===== src/rtl/sha_job_scheduler.sv =====
// ---------------------------------------------------------------------------
// sha_job_scheduler
//
// Purpose:
//   Hands padded SHA message blocks from a single AXI-Stream source to a pool
//   of hash engines. When a message arrives, the scheduler picks the first
//   free engine at or after a round-robin pointer. It pulses that engine's
//   start strobe for one cycle with the message sha_type. It then routes
//   every block of the message to that engine with zero latency until the
//   beat marked tlast is accepted. An engine stays busy until it pulses
//   eng_done.
//
// Handshake semantics (both stream sides):
//   A beat transfers on a rising edge of axi_aclk where tvalid and tready are
//   both 1. The source holds tdata/tlast/tuser stable while tvalid=1 and
//   tready=0. tready may depend combinationally on the downstream tready of
//   the granted engine, but never on tvalid.
//
// Ports:
//   axi_aclk       clock
//   reset          synchronous, active-high
//   s_axis_*       upstream block stream (tuser = sha_type, taken on 1st beat)
//   eng_en         one-cycle start pulse, one bit per engine
//   eng_sha_type   sha_type of the engine most recently started
//   m_axis_tdata   block bus shared by all engines
//   m_axis_tvalid  per-engine valid (only the granted engine's bit can be 1)
//   m_axis_tready  per-engine ready
//   m_axis_tlast   copy of s_axis_tlast
//   eng_done       one-cycle pulse per engine: message finished
//   eng_busy       engine owns a message
//   cur_engine     engine currently granted
//   job_count      messages fully dispatched (wraps at 16 bits)
//   fsm_state      debug view of the scheduler state
// ---------------------------------------------------------------------------
module sha_job_scheduler #(
   parameter int NUM_ENGINES       = 4,
   parameter int S_AXIS_DATA_WIDTH = 512,
   parameter int ENG_IDX_WIDTH     = 2
) (
   input  logic                         axi_aclk,
   input  logic                         reset,
   input  logic [S_AXIS_DATA_WIDTH-1:0] s_axis_tdata,
   input  logic [1:0]                   s_axis_tuser,
   input  logic                         s_axis_tvalid,
   output logic                         s_axis_tready,
   input  logic                         s_axis_tlast,
   output logic [NUM_ENGINES-1:0]       eng_en,
   output logic [1:0]                   eng_sha_type,
   output logic [S_AXIS_DATA_WIDTH-1:0] m_axis_tdata,
   output logic [NUM_ENGINES-1:0]       m_axis_tvalid,
   input  logic [NUM_ENGINES-1:0]       m_axis_tready,
   output logic                         m_axis_tlast,
   input  logic [NUM_ENGINES-1:0]       eng_done,
   output logic [NUM_ENGINES-1:0]       eng_busy,
   output logic [ENG_IDX_WIDTH-1:0]     cur_engine,
   output logic [15:0]                  job_count,
   output logic [1:0]                   fsm_state
);

   localparam logic [1:0] ST_IDLE  = 2'd0;
   localparam logic [1:0] ST_GRANT = 2'd1;
   localparam logic [1:0] ST_ROUTE = 2'd2;

   logic [1:0]               state_q;
   logic [ENG_IDX_WIDTH-1:0] rr_ptr_q;
   logic [ENG_IDX_WIDTH-1:0] cur_q;
   logic [1:0]               type_q;
   logic [NUM_ENGINES-1:0]   busy_q;
   logic [NUM_ENGINES-1:0]   busy_d;
   logic [15:0]              job_cnt_q;
   logic [15:0]              job_cnt_d;

   logic                     sel_found;
   logic [ENG_IDX_WIDTH-1:0] sel_idx;
   logic [ENG_IDX_WIDTH-1:0] cand_idx;
   int                       cand;

   logic                     last_hs;
   logic [ENG_IDX_WIDTH-1:0] rr_next;

   // First free engine scanning upward from rr_ptr, wrapping at NUM_ENGINES
   // (which need not be a power of two).
   always_comb begin
      sel_found = 1'b0;
      sel_idx   = '0;
      cand      = 0;
      cand_idx  = '0;
      for (int i = 0; i < NUM_ENGINES; i++) begin
         cand = int'(rr_ptr_q) + i;
         if (cand >= NUM_ENGINES) cand = cand - NUM_ENGINES;
         cand_idx = ENG_IDX_WIDTH'(cand);
         if (!sel_found && !busy_q[cand_idx]) begin
            sel_found = 1'b1;
            sel_idx   = cand_idx;
         end
      end
   end

   // Zero-latency routing of the upstream stream to the granted engine.
   always_comb begin
      m_axis_tvalid = '0;
      s_axis_tready = 1'b0;
      eng_en        = '0;
      if (state_q == ST_ROUTE) begin
         m_axis_tvalid[cur_q] = s_axis_tvalid;
         s_axis_tready        = m_axis_tready[cur_q];
      end
      if (state_q == ST_GRANT) eng_en[cur_q] = 1'b1;
   end

   assign m_axis_tdata = s_axis_tdata;
   assign m_axis_tlast = s_axis_tlast;

   // s_axis_tready is only ever 1 in ROUTE, so this is the end of a message.
   assign last_hs = s_axis_tvalid & s_axis_tready & s_axis_tlast;

   assign rr_next = (cur_q == ENG_IDX_WIDTH'(NUM_ENGINES - 1)) ? '0 : cur_q + 1'b1;

   // Done pulses clear busy bits (idle engines are unaffected by the AND),
   // and the grant set is applied last so it wins a same-cycle done.
   always_comb begin
      busy_d = busy_q & ~eng_done;
      if (state_q == ST_GRANT) busy_d[cur_q] = 1'b1;
   end

   assign job_cnt_d = last_hs ? job_cnt_q + 16'd1 : job_cnt_q;

   always_ff @(posedge axi_aclk) begin
      if (reset) begin
         state_q   <= ST_IDLE;
         rr_ptr_q  <= '0;
         cur_q     <= '0;
         type_q    <= 2'd0;
         busy_q    <= '0;
         job_cnt_q <= 16'd0;
      end else begin
         busy_q    <= busy_d;
         job_cnt_q <= job_cnt_d;
         case (state_q)
            ST_IDLE: begin
               if (s_axis_tvalid && sel_found) begin
                  cur_q   <= sel_idx;
                  type_q  <= s_axis_tuser;
                  state_q <= ST_GRANT;
               end
            end
            ST_GRANT: begin
               state_q <= ST_ROUTE;
            end
            ST_ROUTE: begin
               if (last_hs) begin
                  state_q  <= ST_IDLE;
                  rr_ptr_q <= rr_next;
               end
            end
            default: begin
               state_q <= ST_IDLE;
            end
         endcase
      end
   end

   assign eng_sha_type = type_q;
   assign eng_busy     = busy_q;
   assign cur_engine   = cur_q;
   assign job_count    = job_cnt_q;
   assign fsm_state    = state_q;

endmodule

===== config.mk =====
export PLATFORM = sky130hd
export DESIGN_NAME = sha_job_scheduler
export DESIGN_NICKNAME = d
export VERILOG_FILES = /design/src/rtl/sha_job_scheduler.sv
export SDC_FILE = /design/constraint.sdc
export NUM_CORES = 1
export LEC_CHECK = 0
export BUFFER_PORTS_ARGS = -buffer_cell sky130_fd_sc_hd__buf_4
export CORE_AREA = 2 2 416 418
export DETAILED_ROUTE_END_ITERATION = 8
export DIE_AREA = 0 0 418 420
export PLACE_DENSITY = 0.33
export SLEW_MARGIN = 25
export SYNTH_ARGS = -nofsm -noshare
export SYNTH_HDL_FRONTEND = slang
export SYNTH_SLANG_ARGS = --single-unit

===== constraint.sdc =====
create_clock -name axi_aclk -period 1.6 [get_ports axi_aclk]
set_input_delay 0.32 -clock axi_aclk [delete_from_list [all_inputs] [get_ports axi_aclk]]
set_output_delay 0.32 -clock axi_aclk [all_outputs]
set_load 0.05 [all_outputs]

[Word level (Yosys, flattened, before mapping)]
Index checks and enable logic that the tools add are counted.
Word-level totals
  input bits: 526
  bits in registers: 28
  memory bits (read-only): 0
  memories kept: 0
  bits in latches: 0
  memory bits (writable): 0
  logic and storage cells: 82
Operators by class
  reductions and logical operators: 14
  $lt $le $gt $ge: 10
  bitwise operators: 6
  equality and inequality tests: 5
  divide/modulo/power cells: 0
  shift operators: 0
  multiplexer cells: 32
  multipliers: 0
  add/sub/neg operators: 9
Operators with widths (number)
  $mux W2: 11
  $add A16 B1 Y16 const B: 1
  $lt A2 B3 Y1 const B: 5
  $mux W4: 3
  $mux W1: 11
  $bmux W1 S2: 5
  $ge A3 B3 Y1 const B: 3
  $and A4 B4 Y4: 2
  $sub A2 B1 Y2 const B: 4
  $add A2 B2 Y3 const B: 2
  $pmux W2 S3: 1
  $reduce_and A2 Y1: 3
  $logic_and A1 B1 Y1: 5
  $logic_not A1 Y1: 5
  $eq A2 B2 Y1 const B: 2
  $ne A2 B2 Y1 const B: 2
  $not A4 Y4: 1
  $or A4 B4 Y4: 1
  $add A2 B1 Y3 const B: 1
  $ge A2 B3 Y1 const B: 1
  $add A2 B1 Y2 const B: 1
  $and A1 B1 Y1: 2
  $demux W1 S2: 1
  $eq A2 B1 Y1 const B: 1
  2 further kinds: 2

[Depth between registers and ports, before layout]
Gate-level depths: netlist of the first run.
  word-level depth: 17
  mapped depth: 7

[Least setup slack after synthesis of the first run]
OpenSTA, ideal clock, no wires.
  kind: register -> register
  start point: register cur_q[0], in the netlist cur_engine[0]
  end point: register job_cnt_q[3], in the netlist job_count[3]
  data required time: 1472 ps
  clock period less this slack: 2076 ps
  arrival: 1948 ps
  path slack: -476 ps
  buffers on the path: 1
  stages on the path, launching flop included: 7
  cell sequence: dfxtp_1 > mux4_2 > and3_1 > buf_2 > nand4_1 > xor2_1 > nor2_1
Between the ends
  cells in the longest elaborated chain, start to end: 5
RTL lines
  start, declared: line 66  | logic [ENG_IDX_WIDTH-1:0] cur_q;
  start signal, assigned: line 142  | cur_q <= sel_idx;
  $bmux W1 S2: line 106  | s_axis_tready = m_axis_tready[cur_q];
  $mux W1 (implied by the code): line 106
  $mux W1: line 104  | if (state_q == ST_ROUTE) begin
  $and A1 B1 Y1 (2 in series): line 115  | assign last_hs = s_axis_tvalid & s_axis_tready & s_axis_tlast;
  end signal, assigned: line 138  | job_cnt_q <= job_cnt_d;
  end, declared: line 70  | logic [15:0] job_cnt_q;
Every way passes these cells. The select of a mux whose other input is x is not followed.
A chain may end at the register's enable or synchronous reset.

[Final worst setup path of the first run]
  start point: register cur_q[0], in the netlist cur_engine[0]
  end point: output s_axis_tready
Between the ends
  cells in the longest elaborated chain, start to end: 3
RTL lines
  $bmux W1 S2: line 106
  $mux W1 (implied by the code): line 106
  $mux W1: line 104
  end, declared: line 45  | output logic s_axis_tready,
Every way passes these cells. The select of a mux whose other input is x is not followed.

==> results.yml, run 1 <==
yosys:
  synthTopCellsByArea: "buf_4, dfxtp_1, nor2_1"
  yosysSeqAreaShare: 0.107
  syn_avg_cell_area_um2: 7.74
  synth_seq_cells: 28
  synth_warnings: 0
  syn_nets: 1209
  syn_area_mm2: 0.00525
  synth.distinct_cells: 35
  synth_top_area_cell: "buf_4"
  yosysTopAreaCellShare: 0.734
  netlist_instances: 678
sta:
  slew_violations: 0
  maxSlewHeadroom: 0.691
  clock_skew_ns: 0.0222
  worst_slack_ns: -0.373
  rsz0062_at_grt: "true"
  fin_crit_sh: 1.23
  fmax_mhz: 507
  period_needed_ns: 1.97
  setup_viol: 27
  max_slew.worst_pin.slew_ns: 0.463
  hold_viol: 0
detailed_routing:
  wl_mm: 86.5
  drtIter0Drc: 224
  drtAntennaViolNets: 0
  wl_per_cell_um: 35.0
  vias_per_cell: 1.04
  vias: 2573
  drtPass1Iterations: 4
  drc: 0
power_and_ir_drop:
  power.leakage_nw: 1.03
  ir_drop_mv: 0.401
  power_density_mw_per_mm2: 382
  power_mw: 1.98
clocking:
  clk_latency_ns: 0.33
  ctsHoldBuffers: 0
  root_buffer: "clkbuf_16"
  cts_max_level: 1
  clk_pin_slew_ns: 0.11
  numClockSinks: 28
  cts.path.max_buffers: 2
  cts_buffers: 3
  cts_tree: "built"
placed_design:
  dp_slack_ns: -0.343
  dp_cells: 2465
  placed_area_mm2: 0.00479
  port_buffers: 49
  gp_congestion: 0.774
  hpwlAfterDp_mm: 82.8
global_routing:
  antenna_found_initial: 2
  grt_usage: 0.0938
  grt_max_degree: 29
  overflow: 0
  grt_pass1_wl_mm: 91.2
  grt_pass1_vias: 2430
cells_and_area:
  final_area_mm2: 0.00517
  syn2layout_area_growth_pct: -1.36
  nFillCells: 20300
  n_antenna_cell: 0
  seqCellArea_um2: 598
  layout_common_cells: "buf_4, nor2_1, a21oi_1"
  final_common_cell: "buf_4"
  num-nets-final: 774
  layout-drive-gt1-share: 0.521
  multi_input_area_um2: 872
  layoutNonFillerInstCount: 2475
flow_run:
  maxCapViolCount: 0
worst_setup_path:
  critical_path_class: "flip-flop to output port"
  arrival_ns: 1.65
  startpoint_type: "flip-flop"
  cp_max_fo: 3
  required_ns: 1.28
  end_kind: "output port"
  startpoint: "cur_engine[0]$_SDFFE_PP0P_"
  worstReg2RegStart: "cur_engine[0]$_SDFFE_PP0P_"
worst_hold_path:
  hp-class: "primary input to flip-flop"
  hold_start: "s_axis_tuser[0]"
status:
  violations: "negative setup slack"
  status: "complete, but fails checks"
floorplanning:
  core-area_mm2: 0.171
  dieArea_mm2: 0.176
  start_util: 0.0307
  rows: 152
  ioPinCount: 1074
  die_x_um: 418
  die_h_um: 420
[kinds of logic (layout without fill, tap and decap cells)]
logic type / Yosys count / count (layout) / synth area share
AO/OA/AOI/OAI: 27 / 27 / 0.0289
XOR/XNOR: 11 / 11 / 0.0184
adder cells (fa/ha/maj): 5 / 5 / 0.0119
buffers and inverters: 529 / 93 / 0.746
flip-flops: 28 / 28 / 0.107
multiplexers: 3 / 3 / 0.00811
AND/OR/NAND/NOR: 75 / 75 / 0.0797
[path summary, 6_finish.rpt]
kind | endpoint | slack [ns] | cells past startpoint
worst max-delay path | s_axis_tready | -0.37 | 3
worst max register to register | job_count[7]$_SDFFE_PP0P_ | -0.35 | 6
worst min register to register | eng_sha_type[0]$_SDFFE_PP0P_ | 0.51 | 2
worst min-delay path | eng_sha_type[0]$_SDFFE_PP0P_ | 0.21 | 3
[state kept, by name (all words and copies together) (netlist names)]
signal,count
fsm_state,2
eng_busy,4
eng_sha_type,2
rr_ptr_q,2
cur_engine,2
job_count,16
[through the flow]
step / hold WS (ns) / util / TNS, ns
floorplan: 0.464 / - / -0.437
global placement: 0.485 / 0.0280 / -4.58
detailed placement: 0.490 / 0.0280 / -4.54
CTS: 0.191 / 0.0302 / -6.04
global route: 0.220 / 0.0303 / -6.38
finish: 0.215 / 0.0303 / -5.03
[worst max-delay path: stages, from the launching register on]
cell and delay (ns):
dfxtp_4 0.37, mux4_2 0.60, and2_4 0.20, buf_12 0.15
[where the power goes]
part           switching, mW  leakage [nW]  internal [mW]
Sequential            0.0111         0.237          0.702
Combinational          0.199         0.745          0.145
Clock                  0.414        0.0511          0.505
[cell type report]
cell class                      count  share of cell area
Multi-Input combinational cell    121               0.169
Sequential cell                    28               0.116
Inverter                           10             0.00871
Clock inverter                      1             0.00580
Clock buffer                        3              0.0145
Tap cell                         2233               0.540
Timing Repair Buffer               79               0.147
[what timing repair did]
action                     4_1_cts  5_1_grt
buffers inserted                 6        2
hold endpoints to repair         0        0
pin swaps                       10        1
setup endpoints to repair       28       28
resized for setup               55        4
[Yosys cell counts]
cell and instances:
buf_4 513, dfxtp_1 28, nor2_1 24, a21oi_1 14, inv_1 10, and2_1 9
nand2_1 9, o21ai_0 8, xnor2_1 7, nand3_1 6, ha_1 5, nand4_1 5
or3_1 4, xor2_1 4, and3_1 3, nor4_2 3, and4_1 2, buf_1 2
buf_2 2, clkbuf_1 2, mux2i_1 2, nand3b_1 2, nor2b_1 2, a211oi_1 1
a21boi_0 1, a21o_1 1, a221o_1 1, a311oi_1 1, and3b_1 1, mux4_2 1
nand3_2 1, nand4_2 1, nor3_1 1, nor4_1 1, or4_1 1
[per-layer routing]
metal	track usage	part of all wire
met1	0.0189	0.073
met2	0.156	0.48
met3	0.186	0.42
met4	0.0304	0.030
met5	0.00695	0.0021
No activity file was read; power rests on OpenSTA's default activity.
==> run 2: changes to the inputs <==
--- a/config.mk
+++ b/config.mk
@@ -6,9 +6,9 @@
 export NUM_CORES = 1
 export LEC_CHECK = 0
 export BUFFER_PORTS_ARGS = -buffer_cell sky130_fd_sc_hd__buf_4
-export CORE_AREA = 2 2 416 418
+export CORE_AREA = 4 4 418 420
 export DETAILED_ROUTE_END_ITERATION = 8
-export DIE_AREA = 0 0 418 420
+export DIE_AREA = 0 0 422 424
 export PLACE_DENSITY = 0.33
 export SLEW_MARGIN = 25
 export SYNTH_ARGS = -nofsm -noshare
==> run 2 against run 1 <==
Net effect:
- the flow still finishes with violations (negative setup slack)
- critical path type unchanged
- total power down 0.66%
- largest power group unchanged
- count of clock-buffer cells in the layout did not move
- setup slack better by 0.0085 ns
==> results.yml, run 2 (synthesis results as in run 1) <==
status:
  status: "complete, but fails checks"
  violations: "negative setup slack"
placed_design:
  dp_cells: 2475
  port_buffers: 49
  hpwlAfterDp_mm: 84.9
  gp_congestion: 0.774
detailed_routing:
  drc: 0
  vias: 2662
  wl_per_cell_um: 35.7
  drtAntennaViolNets: 0
  vias_per_cell: 1.07
  drtIter0Drc: 188
  wl_mm: 88.6
  drtPass1Iterations: 4
worst_setup_path:
  reg2reg_depth: 7
  critical_path_class: "flip-flop to output port"
  crit_slowest_cell: "mux4_2"
  worstReg2RegStart: "cur_engine[0]$_SDFFE_PP0P_"
  end_kind: "output port"
  required_ns: 1.28
  cp_cell_sequence: "mux4_2 -> and2_4 -> buf_12"
  critPathMaxStageDelay_ns: 0.60
  arrival_ns: 1.64
  ff2ff_setup_slack_ns: -0.32
  cp_max_fo: 2
  r2r_end: "job_count[3]$_SDFFE_PP0P_"
  startpoint_type: "flip-flop"
global_routing:
  grt_pass1_vias: 2549
  grt_max_degree: 29
  overflow: 0
  grt_usage: 0.0940
  antenna_found_initial: 2
  grt_pass1_wl_mm: 94.2
floorplanning:
  start_util: 0.0307
  core-area_mm2: 0.171
  dieArea_mm2: 0.179
  ioPinCount: 1074
  die_x_um: 422
  rows: 152
  die_h_um: 424
worst_hold_path:
  holdPathEnd: "eng_sha_type[0]$_SDFFE_PP0P_"
  hold_depth: 3
  hold_start: "s_axis_tuser[0]"
  hp-class: "primary input to flip-flop"
cells_and_area:
  largest_reg_flops: 16
  final_common_cell: "buf_4"
  num-nets-final: 779
  final_util: 0.0304
  syn2layout_area_growth_pct: -0.883
  nFillCells: 20300
  layout-drive-gt1-share: 0.567
  layout_common_cells: "buf_4, nor2_1, a21oi_1, dfxtp_2, buf_6"
  layoutNonFillerInstCount: 2481
clocking:
  root_buffer: "clkbuf_16"
  clk_pin_slew_ns: 0.11
  cts_buffers: 3
  cts_tree: "built"
  cts_max_level: 1
  numClockSinks: 28
  cts.path.max_buffers: 2
  clk_latency_ns: 0.32
power_and_ir_drop:
  ir_drop_mv: 0.280
  power.leakage_nw: 1.07
  power_density_mw_per_mm2: 378
flow_run:
  maxCapViolCount: 0
sta:
  holdWs_ns: 0.223
  max_slew.worst_pin.slew_ns: 0.481
  worst_slack_ns: -0.365
  fmax_mhz: 509
  period_needed_ns: 1.96
  slew_violations: 0
  setup_viol: 28
  fin_crit_sh: 1.23
  maxSlewHeadroom: 0.679
  rsz0062_at_grt: "true"
  hold_viol: 0
  clock_skew_ns: 0.0209
==> run 2: metrics by stage <==
| step | cell area, µm² | worst slack (ns) | TNS, ns | power (mW) |
|---|---|---|---|---|
| 2_1_floorplan | 5300 | -0.105 | -0.437 | 4.31 |
| 3_3_place_gp | 4880 | -0.310 | -4.17 | 1.06 |
| 3_5_place_dp | 4880 | -0.291 | -4.20 | 1.06 |
| 4_1_cts | 5110 | -0.472 | -8.34 | 2.07 |
| 5_1_grt | 5200 | -0.431 | -7.81 | 2.05 |
| 6_report | 5200 | -0.365 | -5.83 | 1.96 |
==> run 2: worst max path at each step <==
stage                                     startpoint                   endpoint  slack [ns]  cells past startpoint
after global placement              m_axis_tready[2]  job_count[3]$_SDFFE_PP0P_       -0.31                      8
after detailed placement            m_axis_tready[2]  job_count[3]$_SDFFE_PP0P_       -0.29                      8
after floorplan           cur_engine[0]$_SDFFE_PP0P_  job_count[3]$_SDFFE_PP0P_       -0.11                      6
after global routing      cur_engine[0]$_SDFFE_PP0P_              s_axis_tready       -0.43                      3
after CTS                 cur_engine[0]$_SDFFE_PP0P_              s_axis_tready       -0.47                      4
final                     cur_engine[0]$_SDFFE_PP0P_              s_axis_tready       -0.36                      3
==> run 2: worst max-delay path, delay by kind of cell, from the launching register on <==
kind,cells,cell delay (ns)
mux,1,0.60
flops,1,0.36
buf+inv,1,0.14
simple gates,1,0.20
==> run 2: cell type report <==
cell class | instances | area, µm² | area share
clock buffers | 3 | 75.1 | 0.0144
diodes | 1 | 2.50 | 0.000481
clock inverters | 1 | 30.0 | 0.00578
flip-flops and latches | 28 | 601 | 0.116
multi-input cells | 121 | 902 | 0.174
well taps | 2233 | 2790 | 0.537
inverters | 10 | 40.0 | 0.00770
repair buffers | 84 | 754 | 0.145
==> run 2: per-layer routing <==
layer,share of wire,wire length (µm),GRT usage
met5,0.0036,320,0.0140
met4,0.029,2560,0.0261
met3,0.42,37100,0.188
met2,0.45,39800,0.149
met1,0.099,8790,0.0258
==> run 2: where the power goes <==
| part | internal [mW] | switching, mW |
|---|---|---|
| clock network | 0.505 | 0.406 |
| logic | 0.134 | 0.201 |
| registers | 0.701 | 0.0162 |
| total | 1.34 | 0.623 |
==> run 2: timing repair <==
item / 4_1_cts / 5_1_grt
hold buffers: 0 / 0
endpoints found under the setup margin: 28 / 28
gates resized for setup: 31 / 29
buffers inserted: 2 / 2
hold endpoints to repair: 0 / 0
pin swaps: 6 / 16
==> run 3: changes to the inputs <==
--- a/config.mk
+++ b/config.mk
@@ -9,7 +9,6 @@
 export CORE_AREA = 4 4 418 420
 export DETAILED_ROUTE_END_ITERATION = 8
 export DIE_AREA = 0 0 422 424
-export PLACE_DENSITY = 0.33
 export SLEW_MARGIN = 25
 export SYNTH_ARGS = -nofsm -noshare
 export SYNTH_HDL_FRONTEND = slang
==> constraint.sdc (replaced) <==
create_clock -name axi_aclk -period 1.7 [get_ports axi_aclk]
set_input_delay 0.34 -clock axi_aclk [delete_from_list [all_inputs] [get_ports axi_aclk]]
set_output_delay 0.34 -clock axi_aclk [all_outputs]
set_load 0.05 [all_outputs]
==> run 3 against run 2 <==
Net effect:
- the run still ends with negative setup slack left
- routed wire length is 29% higher
- first-iteration DRC count is 13% lower
- count of clock-buffer cells in the layout is 1 higher
- setup slack better by 0.20 ns
- critical endpoint unchanged
- largest cell class unchanged
==> results.yml, run 3 (synthesis results as in run 1) <==
status:
  status: "complete, but fails checks"
  violations: "negative setup slack"
sta:
  hold_viol: 0
  period_needed_ns: 1.86
  rsz0062_at_grt: "true"
  maxSlewHeadroom: 0.706
  clock_skew_ns: 0.00518
  setup_viol: 21
  fin_crit_sh: 1.09
  fmax_mhz: 537
  finalSetupTns_ns: -0.967
  slew_violations: 0
  worst_slack_ns: -0.161
  max_slew.worst_pin.slew_ns: 0.441
global_routing:
  grt_usage: 0.122
  antenna_found_initial: 4
  grt_pass1_wl_mm: 120
  grt_max_degree: 29
  overflow: 0
  grt_pass1_vias: 2442
floorplanning:
  ioPinCount: 1074
  core-area_mm2: 0.171
  die_h_um: 424
  die_x_um: 422
  dieArea_mm2: 0.179
  start_util: 0.0307
  rows: 152
detailed_routing:
  vias_per_cell: 1.08
  drc: 0
  wl_per_cell_um: 46.4
  wl_mm: 115
  vias: 2670
  drtPass1Iterations: 4
  drtIter0Drc: 163
  drtAntennaViolNets: 0
clocking:
  ctsHoldBuffers: 0
  cts_buffers: 3
  cts_max_level: 1
  cts_tree: "built"
  cts.path.max_buffers: 2
  numClockSinks: 28
  clk_pin_slew_ns: 0.08
  clk_latency_ns: 0.30
  root_buffer: "clkbuf_16"
cells_and_area:
  multi_input_area_um2: 931
  syn2layout_area_growth_pct: -1.26
  final_area_mm2: 0.00518
  num-nets-final: 768
  final_common_cell: "buf_4"
  layout-drive-gt1-share: 0.538
  layout_common_cells: "buf_4, nor2_1, dfxtp_1"
  largest_reg_flops: 16
  seqCellArea_um2: 586
  nFillCells: 20200
flow_run:
  maxCapViolCount: 0
worst_setup_path:
  crit_slowest_cell: "mux4_2"
  startpoint_type: "flip-flop"
  cp_cell_sequence: "mux4_2 -> and2_4 -> buf_8"
  startpoint: "cur_engine[0]$_SDFFE_PP0P_"
  end_kind: "output port"
  cp_max_fo: 2
  arrival_ns: 1.52
  critPathMaxStageDelay_ns: 0.52
  critical_path_class: "flip-flop to output port"
  required_ns: 1.36
  worstReg2RegStart: "cur_engine[0]$_SDFFE_PP0P_"
worst_hold_path:
  hold_start: "s_axis_tuser[1]"
  hp-class: "primary input to flip-flop"
power_and_ir_drop:
  power.leakage_nw: 1.03
  power_density_mw_per_mm2: 335
  ir_drop_mv: 0.328
placed_design:
  port_buffers: 49
  placed_area_mm2: 0.00469
  hpwlAfterDp_mm: 112
  gp_congestion: 0.902
==> run 3: worst max-delay path: cells and delay by family (launching register included) <==
kind | cells | cell delay [ns]
buffers and inverters | 1 | 0.15
multiplexers | 1 | 0.52
flip-flops | 1 | 0.35
AND/OR/NAND/NOR | 1 | 0.19
==> run 3: path summary, 6_finish.rpt <==
path / end / slack, ns / cells after the start
worst max register to register: job_count[7]$_SDFFE_PP0P_ / -0.11 / 7
worst min register to register: eng_sha_type[0]$_SDFFE_PP0P_ / 0.51 / 2
worst min-delay path: eng_sha_type[1]$_SDFFE_PP0P_ / 0.29 / 3
worst max-delay path: s_axis_tready / -0.16 / 3
==> run 3: area by class of cell <==
class | instances | area share
antenna | 2 | 0.000966
clock buffer | 4 | 0.0193
inverter | 10 | 0.00918
multi-input combinational | 121 | 0.180
sequential | 28 | 0.113
tap | 2233 | 0.540
timing repair buffer | 73 | 0.138
==> run 3: what timing repair did <==
action                     in CTS  in global routing
setup buffers                   6                  6
pin swaps                       6                 12
setup endpoints to repair      25                 27
gates resized for setup        55                 21
==> run 3: routing by layer <==
layer	vias to the layer above	GRT usage	share of wire
met1	1009	0.0280	0.081
met2	847	0.207	0.48
met3	98	0.235	0.41
li1	712	-	-
met5	-	0.00484	0.0011
met4	4	0.0361	0.031
==> run 3: report_power, final <==
part	internal, mW	total [mW]	leakage, nW	switching (mW)
combinational	0.135	0.333	0.749	0.199
clock	0.413	0.724	0.0493	0.311
sequential	0.665	0.675	0.234	0.00976
total	1.21	1.73	1.03	0.519
==> run 3: stage by stage <==
step,utilization,power [mW],hold slack [ns],cells,worst slack (ns)
final,0.0303,1.73,0.285,2471,-0.161
after global routing,0.0303,1.80,0.295,2471,-0.198
after CTS,0.0296,1.78,0.267,2465,-0.179
after detailed placement,0.0274,0.960,0.499,2455,-0.247
after global placement,0.0274,0.957,0.490,2455,-0.217
after floorplan,-,4.06,0.484,678,-0.00846
